### config.mk
export PLATFORM = sky130hd
export DESIGN_NAME = uart_result_reader_flat
export DESIGN_NICKNAME = d
export VERILOG_FILES = /design/src/rtl/uart_result_reader_if.sv /design/src/rtl/uart_result_reader.sv /design/src/flat_wrapper.sv
export SDC_FILE = /design/constraint.sdc
export NUM_CORES = 1
export LEC_CHECK = 0
export BUFFER_PORTS_ARGS = -buffer_cell sky130_fd_sc_hd__clkbuf_2
export CAP_MARGIN = 20
export CORE_ASPECT_RATIO = 1.5
export CORE_UTILIZATION = 54
export DETAILED_ROUTE_END_ITERATION = 10
export GPL_TIMING_DRIVEN = 0
export PLACE_DENSITY_LB_ADDON = 0.05
export RECOVER_POWER = 100
export SETUP_SLACK_MARGIN = 0.05
export SLEW_MARGIN = 20
export SYNTH_ARGS = -nofsm -noshare
export SYNTH_HDL_FRONTEND = slang
export SYNTH_SLANG_ARGS = --single-unit
### constraint.sdc
create_clock -name i_clk -period 5.7 [get_ports i_clk]
set_input_delay 1.14 -clock i_clk [delete_from_list [all_inputs] [get_ports i_clk]]
set_output_delay 1.14 -clock i_clk [all_outputs]
set_load 0.005 [all_outputs]
### src/rtl/uart_result_reader_if.sv
// Handshake bundle between the host-side result reader and its UART/host peers.
// The master modport drives the host-facing requests; the slave modport is the reader itself.
interface uart_result_reader_if;
    logic       i_start;
    logic [7:0] i_rx_data;
    logic       i_rx_done;
    logic       i_tx_done;
    logic [7:0] o_tx_data;
    logic       o_tx_start;
    logic [15:0] o_result;
    logic       o_valid;
    logic       o_busy;
    logic       o_timeout;

    modport master (
        output i_start, i_rx_data, i_rx_done, i_tx_done,
        input  o_tx_data, o_tx_start, o_result, o_valid, o_busy, o_timeout
    );

    modport slave (
        input  i_start, i_rx_data, i_rx_done, i_tx_done,
        output o_tx_data, o_tx_start, o_result, o_valid, o_busy, o_timeout
    );
endinterface

### src/rtl/uart_result_reader.sv
// Host-side initiator: sends CMD_RUN over UART, collects a 16-bit {high,low} reply, flags timeouts.
// Optional UART_RETRY_EN: re-send the command up to MAX_RETRY times before reporting a timeout.
module uart_result_reader #(
    parameter logic [7:0]  CMD_RUN   = 8'h01,
    parameter int unsigned TIMEOUT_W = 24,
    parameter int unsigned TIMEOUT   = 10000000,
    parameter int unsigned MAX_RETRY = 2
) (
    input  logic               i_clk,
    input  logic               i_reset,
    uart_result_reader_if.slave bus
);

    typedef enum logic [2:0] {
        IDLE,
        TX_CMD,
        TX_WAIT,
        RX_HIGH,
        RX_LOW,
        DONE,
        ERR
    } state_t;

    state_t               state;
    state_t               state_n;
    state_t               timeout_next;
    logic [TIMEOUT_W-1:0] tmo_cnt;
    logic [7:0]           high_byte;
    logic                 tmo_hit;
    logic                 waiting;
    logic                 retry_ok;

`ifdef UART_RETRY_EN
    localparam int unsigned RETRY_W = (MAX_RETRY < 2) ? 1 : $clog2(MAX_RETRY + 1);

    logic [RETRY_W-1:0] retry_cnt;

    assign retry_ok = (retry_cnt < RETRY_W'(MAX_RETRY));

    always_ff @(posedge i_clk) begin
        if (i_reset) begin
            retry_cnt <= '0;
        end else if (state == IDLE && bus.i_start) begin
            retry_cnt <= '0;
        end else if (state != IDLE && state_n == TX_CMD) begin
            retry_cnt <= retry_cnt + 1'b1;
        end
    end
`else
    logic unused_max_retry;

    assign retry_ok         = 1'b0;
    assign unused_max_retry = |MAX_RETRY;
`endif

    assign waiting      = (state == TX_WAIT) || (state == RX_HIGH) || (state == RX_LOW);
    assign tmo_hit      = (tmo_cnt == TIMEOUT_W'(TIMEOUT - 1));
    assign timeout_next = retry_ok ? TX_CMD : ERR;

    // A qualifying event on the terminal-count cycle takes priority over the timeout.
    always_comb begin
        state_n = state;
        case (state)
            IDLE: begin
                if (bus.i_start) state_n = TX_CMD;
            end
            TX_CMD: begin
                state_n = TX_WAIT;
            end
            TX_WAIT: begin
                if (bus.i_tx_done)  state_n = RX_HIGH;
                else if (tmo_hit)   state_n = timeout_next;
            end
            RX_HIGH: begin
                if (bus.i_rx_done)  state_n = RX_LOW;
                else if (tmo_hit)   state_n = timeout_next;
            end
            RX_LOW: begin
                if (bus.i_rx_done)  state_n = DONE;
                else if (tmo_hit)   state_n = timeout_next;
            end
            DONE:    state_n = IDLE;
            ERR:     state_n = IDLE;
            default: state_n = IDLE;
        endcase
    end

    // Outputs are registered from the next state so each pulse lines up with its state.
    always_ff @(posedge i_clk) begin
        if (i_reset) begin
            state          <= IDLE;
            tmo_cnt        <= '0;
            high_byte      <= '0;
            bus.o_tx_data  <= '0;
            bus.o_tx_start <= 1'b0;
            bus.o_result   <= '0;
            bus.o_valid    <= 1'b0;
            bus.o_busy     <= 1'b0;
            bus.o_timeout  <= 1'b0;
        end else begin
            state <= state_n;

            if (state_n != state) begin
                tmo_cnt <= '0;
            end else if (waiting) begin
                tmo_cnt <= tmo_cnt + 1'b1;
            end

            if (state == RX_HIGH && bus.i_rx_done) begin
                high_byte <= bus.i_rx_data;
            end
            if (state == RX_LOW && bus.i_rx_done) begin
                bus.o_result <= {high_byte, bus.i_rx_data};
            end

            if (state_n == TX_CMD) begin
                bus.o_tx_data <= CMD_RUN;
            end
            bus.o_tx_start <= (state_n == TX_CMD);
            bus.o_valid    <= (state_n == DONE);
            bus.o_timeout  <= (state_n == ERR);
            bus.o_busy     <= (state_n != IDLE);
        end
    end

endmodule

### src/flat_wrapper.sv
// flat-port wrapper written by rule: the top's interface ports become plain ports
module uart_result_reader_flat 
#(
    parameter logic [7:0]  CMD_RUN   = 8'h01,
    parameter int unsigned TIMEOUT_W = 24,
    parameter int unsigned TIMEOUT   = 10000000,
    parameter int unsigned MAX_RETRY = 2
)
  (i_clk, i_reset, bus_i_start, bus_i_rx_data, bus_i_rx_done, bus_i_tx_done, bus_o_tx_data, bus_o_tx_start, bus_o_result, bus_o_valid, bus_o_busy, bus_o_timeout);
  uart_result_reader_if bus_i ();
  input  logic i_clk;
  input  logic i_reset;
  input wire logic [$bits(bus_i.i_start)-1:0] bus_i_start;
  input wire logic [$bits(bus_i.i_rx_data)-1:0] bus_i_rx_data;
  input wire logic [$bits(bus_i.i_rx_done)-1:0] bus_i_rx_done;
  input wire logic [$bits(bus_i.i_tx_done)-1:0] bus_i_tx_done;
  output wire logic [$bits(bus_i.o_tx_data)-1:0] bus_o_tx_data;
  output wire logic [$bits(bus_i.o_tx_start)-1:0] bus_o_tx_start;
  output wire logic [$bits(bus_i.o_result)-1:0] bus_o_result;
  output wire logic [$bits(bus_i.o_valid)-1:0] bus_o_valid;
  output wire logic [$bits(bus_i.o_busy)-1:0] bus_o_busy;
  output wire logic [$bits(bus_i.o_timeout)-1:0] bus_o_timeout;
  assign bus_i.i_start = bus_i_start;
  assign bus_i.i_rx_data = bus_i_rx_data;
  assign bus_i.i_rx_done = bus_i_rx_done;
  assign bus_i.i_tx_done = bus_i_tx_done;
  assign bus_o_tx_data = bus_i.o_tx_data;
  assign bus_o_tx_start = bus_i.o_tx_start;
  assign bus_o_result = bus_i.o_result;
  assign bus_o_valid = bus_i.o_valid;
  assign bus_o_busy = bus_i.o_busy;
  assign bus_o_timeout = bus_i.o_timeout;
  uart_result_reader #(.CMD_RUN(CMD_RUN), .TIMEOUT_W(TIMEOUT_W), .TIMEOUT(TIMEOUT), .MAX_RETRY(MAX_RETRY)) u_core (.i_clk(i_clk), .i_reset(i_reset), .bus(bus_i));
endmodule
# Yosys cells after proc, flatten, opt, wreduce, memory -nomap -nowiden
# Cells that the tools add are included.
[classes] n_addsub=1 n_eq_ne=9 mux=6 reduce_logical=7
[ops] operator="adder 24 x 1 -> 24 bit, second input constant" n=1
[ops] operator="== test 24 bit, second input constant" n=1
[ops] operator="2-to-1 mux 3 bit" n=5
[ops] operator="case mux 3 bit (5 select lines)" n=1
[ops] operator="== test 3 bit, second input constant" n=3
[ops] operator="== test 3 x 1 -> 1 bit, second input constant" n=2
[ops] operator="== test 3 x 2 -> 1 bit, second input constant" n=2
[ops] operator="zero test 3 bit" n=1
[ops] operator="inequality test 3 bit" n=1
[ops] operator="nonzero test 3 bit" n=1
[ops] operator="logical AND 1 bit" n=2
[ops] operator="logical OR 1 bit" n=2
[ops] operator="OR reduction 2 bit" n=1
[word_totals] register_bits=56 inputBits=13 output_inout_bits=28 elab_cells=32

# Logic depth before layout (Yosys ltp)
# Gate-level depths: netlist of the first run.
[logic_depth] ltp_word=6 ltp_mapped=6 ltp_nobuf=5

# Worst setup path before layout of the first run
# Ideal clock, no wire load.
[synth_timing] kind="input port to flip-flop" start="in bus_i_start" end="reg u_core.tmo_cnt[13]" setup_ns=0.086 arrival_ns=2.187 required_time_ns=5.614 slack_ns=3.427 stages=5 path_buffers=1 cell_sequence="nor2b_1 a2111oi_0 o21bai_1 clkbuf_1 a211oi_1"
[synth_via] elab_chain_cells=4
[synth_lines] element="from (decl)" line_no="flat_wrapper.sv:13" rtl="input wire logic [$bits(bus_i.i_start)-1:0] bus_i_start;"
[synth_lines] element="2-to-1 mux 3 bit" line_no="uart_result_reader.sv:65" rtl="if (bus.i_start) state_n = TX_CMD;"
[synth_lines] element="case mux 3 bit (5 select lines)" line_no="uart_result_reader.sv:63" rtl="case (state)"
[synth_lines] element="inequality test 3 bit" line_no="uart_result_reader.sv:103" rtl="if (state_n != state) begin"
[synth_lines] element="OR reduction 2 bit (no line)"
[synth_lines] element="to (signal assigned)" line_no="uart_result_reader.sv:106" rtl="tmo_cnt <= tmo_cnt + 1'b1;"
[synth_lines] element="to (decl)" line_no="uart_result_reader.sv:27" rtl="logic [TIMEOUT_W-1:0] tmo_cnt;"
# Every way passes these cells.
# A chain may end at the register's enable or synchronous reset.

# Final worst setup path of the first run
[layout_timing] start="reg u_core.state[2]" end="reg u_core.tmo_cnt[18]"
[layout_via] elab_chain_cells=5 word_cells_on_any_way=15 cone_classes="eq/ne: 5; mux: 6; reduce/logical: 4"
[layout_lines] element="from (decl)" line_no="uart_result_reader.sv:24" rtl="state_t state;"
[layout_lines] element="from (signal assigned)" line_no="uart_result_reader.sv:101" rtl="state <= state_n;"
[layout_lines] element="2-to-1 mux 3 bit" line_no="uart_result_reader.sv:72, uart_result_reader.sv:76, uart_result_reader.sv:80"
[layout_lines] element="2-to-1 mux 3 bit, on equally long branches" line_no="uart_result_reader.sv:79, uart_result_reader.sv:75, uart_result_reader.sv:71"
[layout_lines] element="case mux 3 bit (5 select lines)" line_no="uart_result_reader.sv:63"
[layout_lines] element="inequality test 3 bit" line_no="uart_result_reader.sv:103"
[layout_lines] element="OR reduction 2 bit (no line)"
# Several ways; a longest one is shown, not always the timed one.

==> summary by stage, run 1 <==
Timing
The transition time at the pin with the least slew margin is between 900 and 1000 ps. The accumulated negative setup slack is 0 ps. Hold timing on the final database bottoms out at a slack of 458 ps. For this run, the top clock speed supported by timing is ~360 MHz. The number of pins with negative max-slew slack in the final report is 0. The portion of the clock cycle consumed by the worst path in the final layout is roughly half.

The worst path needs roughly 2800 ps of the cycle, external delays included. The worst pin sits at a relative slew slack of 34.7%. Setup repair after global routing left no endpoint under its margin. The clock arrives with between 10 and 15 ps of skew. The number of setup violations in the final report is 0. The final number of hold-violating endpoints is 0.

Pwr
Power spread over the standard cell area amounts to 231 nW/µm². IR analysis of the VDD net gives a maximum drop of approximately 0.17 mV. The static leakage is 0.947 nW.

Route
In the routed design, unresolved DRC markers number 0. The vias after detailed routing is ~2300. After detailed routing, the average wire length per cell comes to 13.9 µm. Before antenna repair, the detailed router went through 4 iterations.

The total wire length is around 5.8 mm. The count of nets left with antenna violations after detail routing is 0. The number of DRC markers after the initial detailed-route iteration is 92. The via density per instance is roughly 5.6.

Synth
In the post-synthesis netlist, the biggest area contributors are dfxtp_1 (44%), nand2_1 (7.8%), a21oi_1 (5.7%). The total of warnings raised by yosys is 0. Synthesis inferred between 50 and 60 register bits. The netlist area before placement is roughly 2600 µm². The count of distinct cell types in the synthesized netlist is 49. In the synthesized netlist the dominant register cell turns out to be dfxtp_1. The number of enable-type register cells in the synthesized netlist is 0.

The instance count of the mapped netlist is 305. After synthesis, the most frequently instantiated cells are dfxtp_1 (56), nand2_1 (53), a21oi_1 (29), a211oi_1 (17), clkbuf_1 (14). Of the post-synthesis cell area, the dominant cell type holds 43.9%. The share of synthesized flip-flops with an asynchronous set or reset is 0%.

Summing the sequential cell areas from Yosys gives a little over two fifths of the chip area. Dividing the synthesized area by the synthesized cell count gives between 8 and 9 µm². The post-synthesis cell type with the largest combined area is dfxtp_1. dfxtp_1 is the most common cell in the netlist.

Placed design
The routability-driven placement congestion ratio is about 0.81. The count of buffers inserted at the top-level ports is 32. The placed wire-length estimate is ~4.3 mm.

The placed instance area is between 2000 and 3000 µm².

Global routing
Global routing consumed, over all layers together, 24.8% of the routing resources. The first global-routing pass estimated ~9.6 mm of wire. Summed over all layers, the global routing overflow is 0. Entering global routing, the biggest net connects 19 pins.

The number of antenna violations at the first check in global routing was 0. The via count of the first global-routing pass is approximately 2100.

Die
In this run the core area contains 30 standard-cell rows. The core footprint is roughly 4500 µm². From left edge to right edge, the die measures around 58 µm. The top-level port count is 41.

Once the floorplan was initialized, standard cells occupied between 50 and 60% of the core. The overall die area is between 5000 and 6000 µm². In this run the vertical extent of the chip is 86.3 µm.

Hold path
The worst hold path was traced through 2 stages. The origin of the worst min-delay path is u_core.high_byte[7]$_SDFFE_PP0P_. The worst min-delay path category is flop to flop.

For hold timing, the worst endpoint is u_core.bus.o_result[15]$_SDFFE_PP0P_.

Critical path
The critical path capture point type is a flop. Along the worst path, the maximum fanout reaches 10. The startpoint type of the worst setup path is a flop.

The data arrival time at the worst-slack endpoint is 3040 ps. The endpoint identified for the worst register-to-register timing path is u_core.tmo_cnt[18]$_SDFFE_PP0P_. The length in cells of the worst reg-to-reg path is 5. By startpoint and endpoint, the worst setup path is classified as flop to flop. The most critical setup path has its startpoint at u_core.state[2]$_SDFF_PP0_.

The slack of the worst reg-to-reg path is around 2900 ps. The reg-to-reg critical path startpoint is u_core.state[2]$_SDFF_PP0_. STA puts the critical path data required time at between 5000 and 6000 ps.

Cells and area
Once layout is done, the placed cells without fillers occupy about 2900 µm². The area growth from synthesis to layout is 12.9%. The utilization after layout is 63.6%. The fill cell total of the finished layout is 433. The final-stage net count is 364.

In the final layout, the share of cells above drive strength 1 is approximately 13%. The number of antenna diodes in the final layout is 0.

Outcome
The run finished with clean final reports.

Clock network
The number of buffers created by CTS is 5. Post-CTS repair changed the size of 0 cells. The clock transition at the registers of the reported paths is around 100 ps. TritonCTS built the clock tree. The number of H-tree levels is 2.

The CTS sink count is 56. The tree is rooted in a clkbuf_8. After clock tree synthesis, the setup repair step added 0 buffers. Hold repair after CTS inserted 0 buffers.

Counting along the longest clock path gives a buffer depth of 2. The clock latency at the later pin of the worst-skew pair is roughly 310 ps.

Run
Max-cap violations in this run came to 0.
-- logic make-up after synthesis --
family | after synthesis | synth area share [%]
buffers and inverters | 32 | 5.92
muxes | 2 | 0.832
DFF | 56 | 43.9
adders and majority gates | 1 | 0.489
other | 1 | 0.147
AOI/OAI and AO/OA | 80 | 20.3
and+or+nand+nor | 123 | 25.0
xor gates and xnor gates | 10 | 3.43
-- how the worst max path moves through the flow --
stage / to / cells after the start
floorplan: u_core.tmo_cnt[13]$_SDFFE_PP0P_ / 5
global placement: u_core.tmo_cnt[14]$_SDFFE_PP0P_ / 6
detailed placement: u_core.tmo_cnt[3]$_SDFFE_PP0P_ / 5
CTS: u_core.tmo_cnt[3]$_SDFFE_PP0P_ / 5
global route: u_core.tmo_cnt[22]$_SDFFE_PP0P_ / 5
finish: u_core.tmo_cnt[18]$_SDFFE_PP0P_ / 5
-- critical path, cell delays in order (launching register included) --
cell and delay [ps]:
dfxtp_1 440, nor3b_1 820, o21ai_0 470, clkbuf_1 320, or4_1 440, a211oi_1 230
-- per-layer routing --
| layer | GRT usage, % | share of wire, % | vias up |
|---|---|---|---|
| met5 | 0 | 0 | - |
| met4 | 13.2 | 2.5 | 0 |
| met3 | 3.88 | 3.0 | 14 |
| met2 | 43.4 | 51 | 63 |
| met1 | 28.3 | 43 | 1061 |
| li1 | - | - | 1185 |
-- power breakdown --
group          total (W)  leakage, nW  internal (W)  switching (W)
Combinational  0.0000479        0.450     0.0000181      0.0000298
Clock           0.000221       0.0445     0.0000876       0.000134
Sequential      0.000398        0.452      0.000396     0.00000273
-- cells in the final DEF (no fill, tap or decap), types with 2 or more instances in the layout --
cell type,n
a211oi_1,18
a21oi_1,29
and3_1,4
and4_1,5
buf_1,3
buf_2,3
buf_4,7
clkbuf_1,23
clkbuf_2,23
clkbuf_8,5
conb_1,7
dfxtp_1,56
inv_1,5
nand2_1,53
nand3_1,7
nand4_1,5
nor2_1,8
nor2b_1,2
nor3_1,13
o2111ai_1,2
o211ai_1,4
o21ai_0,5
o21ai_1,4
o31ai_1,10
or3_1,5
or4_1,10
xnor2_1,4
xor2_1,6
-- final cells by class --
cell class	count	area (µm²)	share of cell area [%]
multi-input combinational	223	1300	44.9
sequential	56	1120	38.8
timing repair buffer	32	149	5.16
buffer	27	131	4.55
tap	64	80.1	2.77
clock buffer	5	68.8	2.38
clock inverter	3	21.3	0.737
inverter	5	18.8	0.650
-- flip-flops by register name, indices dropped and copies added (netlist names) --
signal / flops
u_core.bus.o_busy: 1
u_core.bus.o_result: 16
u_core.bus.o_timeout: 1
u_core.bus.o_tx_data: 1
u_core.bus.o_tx_start: 1
u_core.bus.o_valid: 1
u_core.high_byte: 8
u_core.state: 3
u_core.tmo_cnt: 24
-- metrics by stage --
step,instances,power [W],setup WS (ps)
after CTS,415,0.000675,3330
after detailed placement,407,0.000455,3000
after global placement,407,0.000455,2980
final,415,0.000668,2880
after global routing,415,0.000695,2560
after floorplan,311,0.000439,3430
Power figures use the tool's default switching activity.
==> run 2: changes to the inputs <==
==> constraint.sdc (replaced) <==
create_clock -name i_clk -period 2.6 [get_ports i_clk]
set_input_delay 0.52 -clock i_clk [delete_from_list [all_inputs] [get_ports i_clk]]
set_output_delay 0.52 -clock i_clk [all_outputs]
set_load 0.005 [all_outputs]
==> run 2 against run 1 <==
Compared with the run above: first-iteration DRC count is 12% higher; combinational power increased by 120%; power grew 120%; global-route usage is the same; sequential share of layout area is 0.10 points lower; via count up 0.39%; wire length is 0.19% lower; final area up 0.26%; register-to-register slack worse by 2500 ps; die area did not move; count of clock-buffer cells in the layout did not move; sequential power grew 120%.
==> summary by stage, run 2 (synthesized netlist as in run 1, its figures left out) <==
Critical path
The longest individual stage delay on the worst path is 550 ps (-270 ps). The largest fanout on the critical path is 10 (unchanged). The standard cell with the maximum stage delay on the critical path is nor3b_2. The most critical setup path has its startpoint at u_core.state[2]$_SDFF_PP0_.

The critical path buffer and inverter count is 1 (unchanged). The worst setup path category is flop to flop. The data arrival time at the worst-slack endpoint is 2470 ps (-570 ps). The worst setup path is launched from a flop. The startpoint identified for the worst register-to-register timing path is u_core.state[2]$_SDFF_PP0_. Walking the worst path, the cells encountered are nor3b_2 > o21ai_1 > buf_2 > or4_1 > a211oi_1.

The kind of cell adding the most delay to the critical path is simple AND/OR/NAND/NOR gates. The critical path capture point type is a flop. The required time at the worst-slack endpoint is 2820 ps (-3110 ps).

Clock network
The cell sitting at the root of the clock tree is a clkbuf_8. The number of hold buffers added after cts is 0 (unchanged). The post-CTS setup buffer count is 0 (unchanged). The number of buffers created by CTS is 5 (unchanged). The number of H-tree levels is 2 (unchanged). The clock latency at the later pin of the worst-skew pair is 310 ps (about the same).

The maximum count of clock buffers along a single path came to 2 (unchanged). The clock transition at the registers of the reported paths is 110 ps (about the same). The CTS sink count was 56 (unchanged).

TritonCTS built the clock tree. The post-cts gate resize count is 0 (unchanged).

Timing
The final number of hold-violating endpoints is 0 (unchanged). Setup repair after global routing left no endpoint under its margin. The clock skew was 12.6 ps (+2.41 ps). The number of setup violations in the final report is 0 (unchanged). The transition time at the pin with the least slew margin is 586 ps (-391 ps). The minimum clock period after layout is 2250 ps (-565 ps). The upper clock frequency limit is 444 MHz (+25%). The relative slew slack is 60.7% (+26 points). The accumulated negative setup slack is 0 ps (unchanged).

The portion of the clock cycle consumed by the worst path in the final layout came to 86.5% (+37 points). The number of pins with negative max-slew slack in the final report was 0 (unchanged).

Global routing
The final global-route overflow total is 0 (unchanged). The via count of the first global-routing pass is 2091 (unchanged). The number of antenna violations at the first check in global routing was 0 (unchanged). The wire length of the first global-routing pass came to 9.63 mm (unchanged). The largest net degree at the start of global routing came to 19 (unchanged). The aggregate global-route resource usage is 24.8% (unchanged).

Placed design
The count of buffers inserted at the top-level ports is 32 (unchanged). The placed wire-length estimate is 4.32 mm (unchanged). The placed instance area came to 2820 µm² (unchanged). The number of cells after detailed placement is 407 (unchanged).

The routability-driven placement congestion ratio is 0.806 (unchanged).

Cells and area
The area of all placed cells without fillers is 2890 µm² (+0.26%). The area growth from synthesis to layout is 13.2%. The final-stage net count is 364 (unchanged). The most common library cell in the layout ignoring fill and taps is dfxtp_1. The final antenna diode count is 0 (unchanged). The number of flip-flops in the largest register came to 24 (unchanged).

The fraction of final layout cells sized beyond drive strength 1 was 13.4% (+0.85 points). The number of non-filler instances in the completed layout is 415 (unchanged). Ranked by flip-flop count, first place goes to u_core.tmo_cnt. The utilization after layout is 63.7% (+0.17 points). In the final layout, the registers with the most flip-flops are u_core.tmo_cnt (24), u_core.bus.o_result (16), u_core.high_byte (8). Leaving out fill and tap cells, the most frequent cells in the layout are dfxtp_1 (56), nand2_1 (53), a21oi_1 (29).

Pwr
The reported net switching power was 0.000360 W (+120%). The static leakage is 0.953 nW (+0.67%). The total chip power is 0.00146 W (+120%). The internal power consumption is 0.00110 W (+120%). The proportion of power drawn by the clock network is 32.9% (-0.3 points). The worst ir drop on vdd is 0.370 mV (+120%). The portion of total power attributed to combinational logic is 7.2% (about the same). The power density over the cells is 504 nW/µm² (+120%). The switching share of total power is 24.7% (-0.21 points). The sequential share of power was 59.9% (+0.2 points).

Outcome
The flow ran to the end, and the final reports show no timing, DRC or antenna violations.

Hold path
The origin of the worst min-delay path is bus_i_rx_data[6]. In this run the worst hold path is classified as primary input to flop.

Route
The via density per instance is 5.62 (+0.39%). The length of the first detailed-routing pass in iterations is 4 (unchanged). The number of DRC markers after the initial detailed-route iteration came to 103 (+12%). The DRC violation count after routing came to 0 (unchanged). The count of nets left with antenna violations after detail routing is 0 (unchanged). The routed length per instance was 13.9 µm (-0.19%). The vias after detailed routing came to 2332 (+0.39%).

The total wire length was 5.77 mm (-0.19%).

Die
The vertical die dimension is 86.3 µm (unchanged). The core footprint came to 4540 µm² (unchanged). The starting utilization of the core area came to 56.3% (unchanged). The top-level port count is 41 (unchanged). The overall die area is 5020 µm² (unchanged). The die width came to 58.2 µm (unchanged). The placement row count was 30 (unchanged).

Run
The count of maximum capacitance violations is 0 (unchanged).
run 2: cell types whose count changed in the layout (fill, tap and decap cells not counted):
cell / before / now
nor3b_1: 1 / 0
o21ai_0: 5 / 4
buf_1: 3 / 2
o21ai_1: 4 / 5
clkbuf_2: 23 / 25
clkbuf_1: 23 / 22
nor3b_2: 0 / 1
run 2: layer usage:
layer / share of wire (%) / track usage (%) / wire (µm) / vias to the layer above
li1: - / - / - / 1186
met1: 43 / 28.3 / 2460 / 1063
met2: 51 / 43.4 / 2960 / 65
met3: 3.1 / 3.88 / 180 / 18
met4: 2.9 / 13.2 / 170 / 0
met5: 0 / 0 / 0 / -
run 2: power groups by stage:
stage	Combinational (W)	Clock (W)	Sequential [W]
global placement	0.000105	0	0.000893
finish	0.000105	0.000481	0.000874
CTS	0.000105	0.000501	0.000874
floorplan	0.0000700	0	0.000893
detailed placement	0.000105	0	0.000894
global route	0.000118	0.000531	0.000876
run 2: final timing paths:
kind | end | slack [ps] | cells past startpoint
worst max-delay path | u_core.tmo_cnt[18]$_SDFFE_PP0P_ | 350 | 5
worst min-delay path | u_core.bus.o_result[6]$_SDFFE_PP0P_ | 430 | 3
worst max register to register | u_core.tmo_cnt[18]$_SDFFE_PP0P_ | 350 | 5
worst min register to register | u_core.bus.o_result[10]$_SDFFE_PP0P_ | 460 | 2
run 2: final cells by class:
type | instances | area [µm²]
multi-input combinational | 223 | 1300
clock buffer | 5 | 68.8
fill | 430 | 1650
buffer | 27 | 131
tap | 64 | 80.1
inverter | 5 | 18.8
timing repair buffer | 32 | 151
sequential | 56 | 1120
clock inverter | 3 | 21.3
run 2: worst reg2reg max path: stages, from the launching register on:
cell and delay (ps):
dfxtp_1 440, nor3b_2 550, o21ai_1 290, buf_2 250, or4_1 410, a211oi_1 230
run 2: per-stage QoR:
step,worst slack (ps),hold WS (ps)
2_1_floorplan,758,432
3_3_place_gp,359,439
3_5_place_dp,386,443
4_1_cts,351,421
5_1_grt,113,429
6_report,350,428
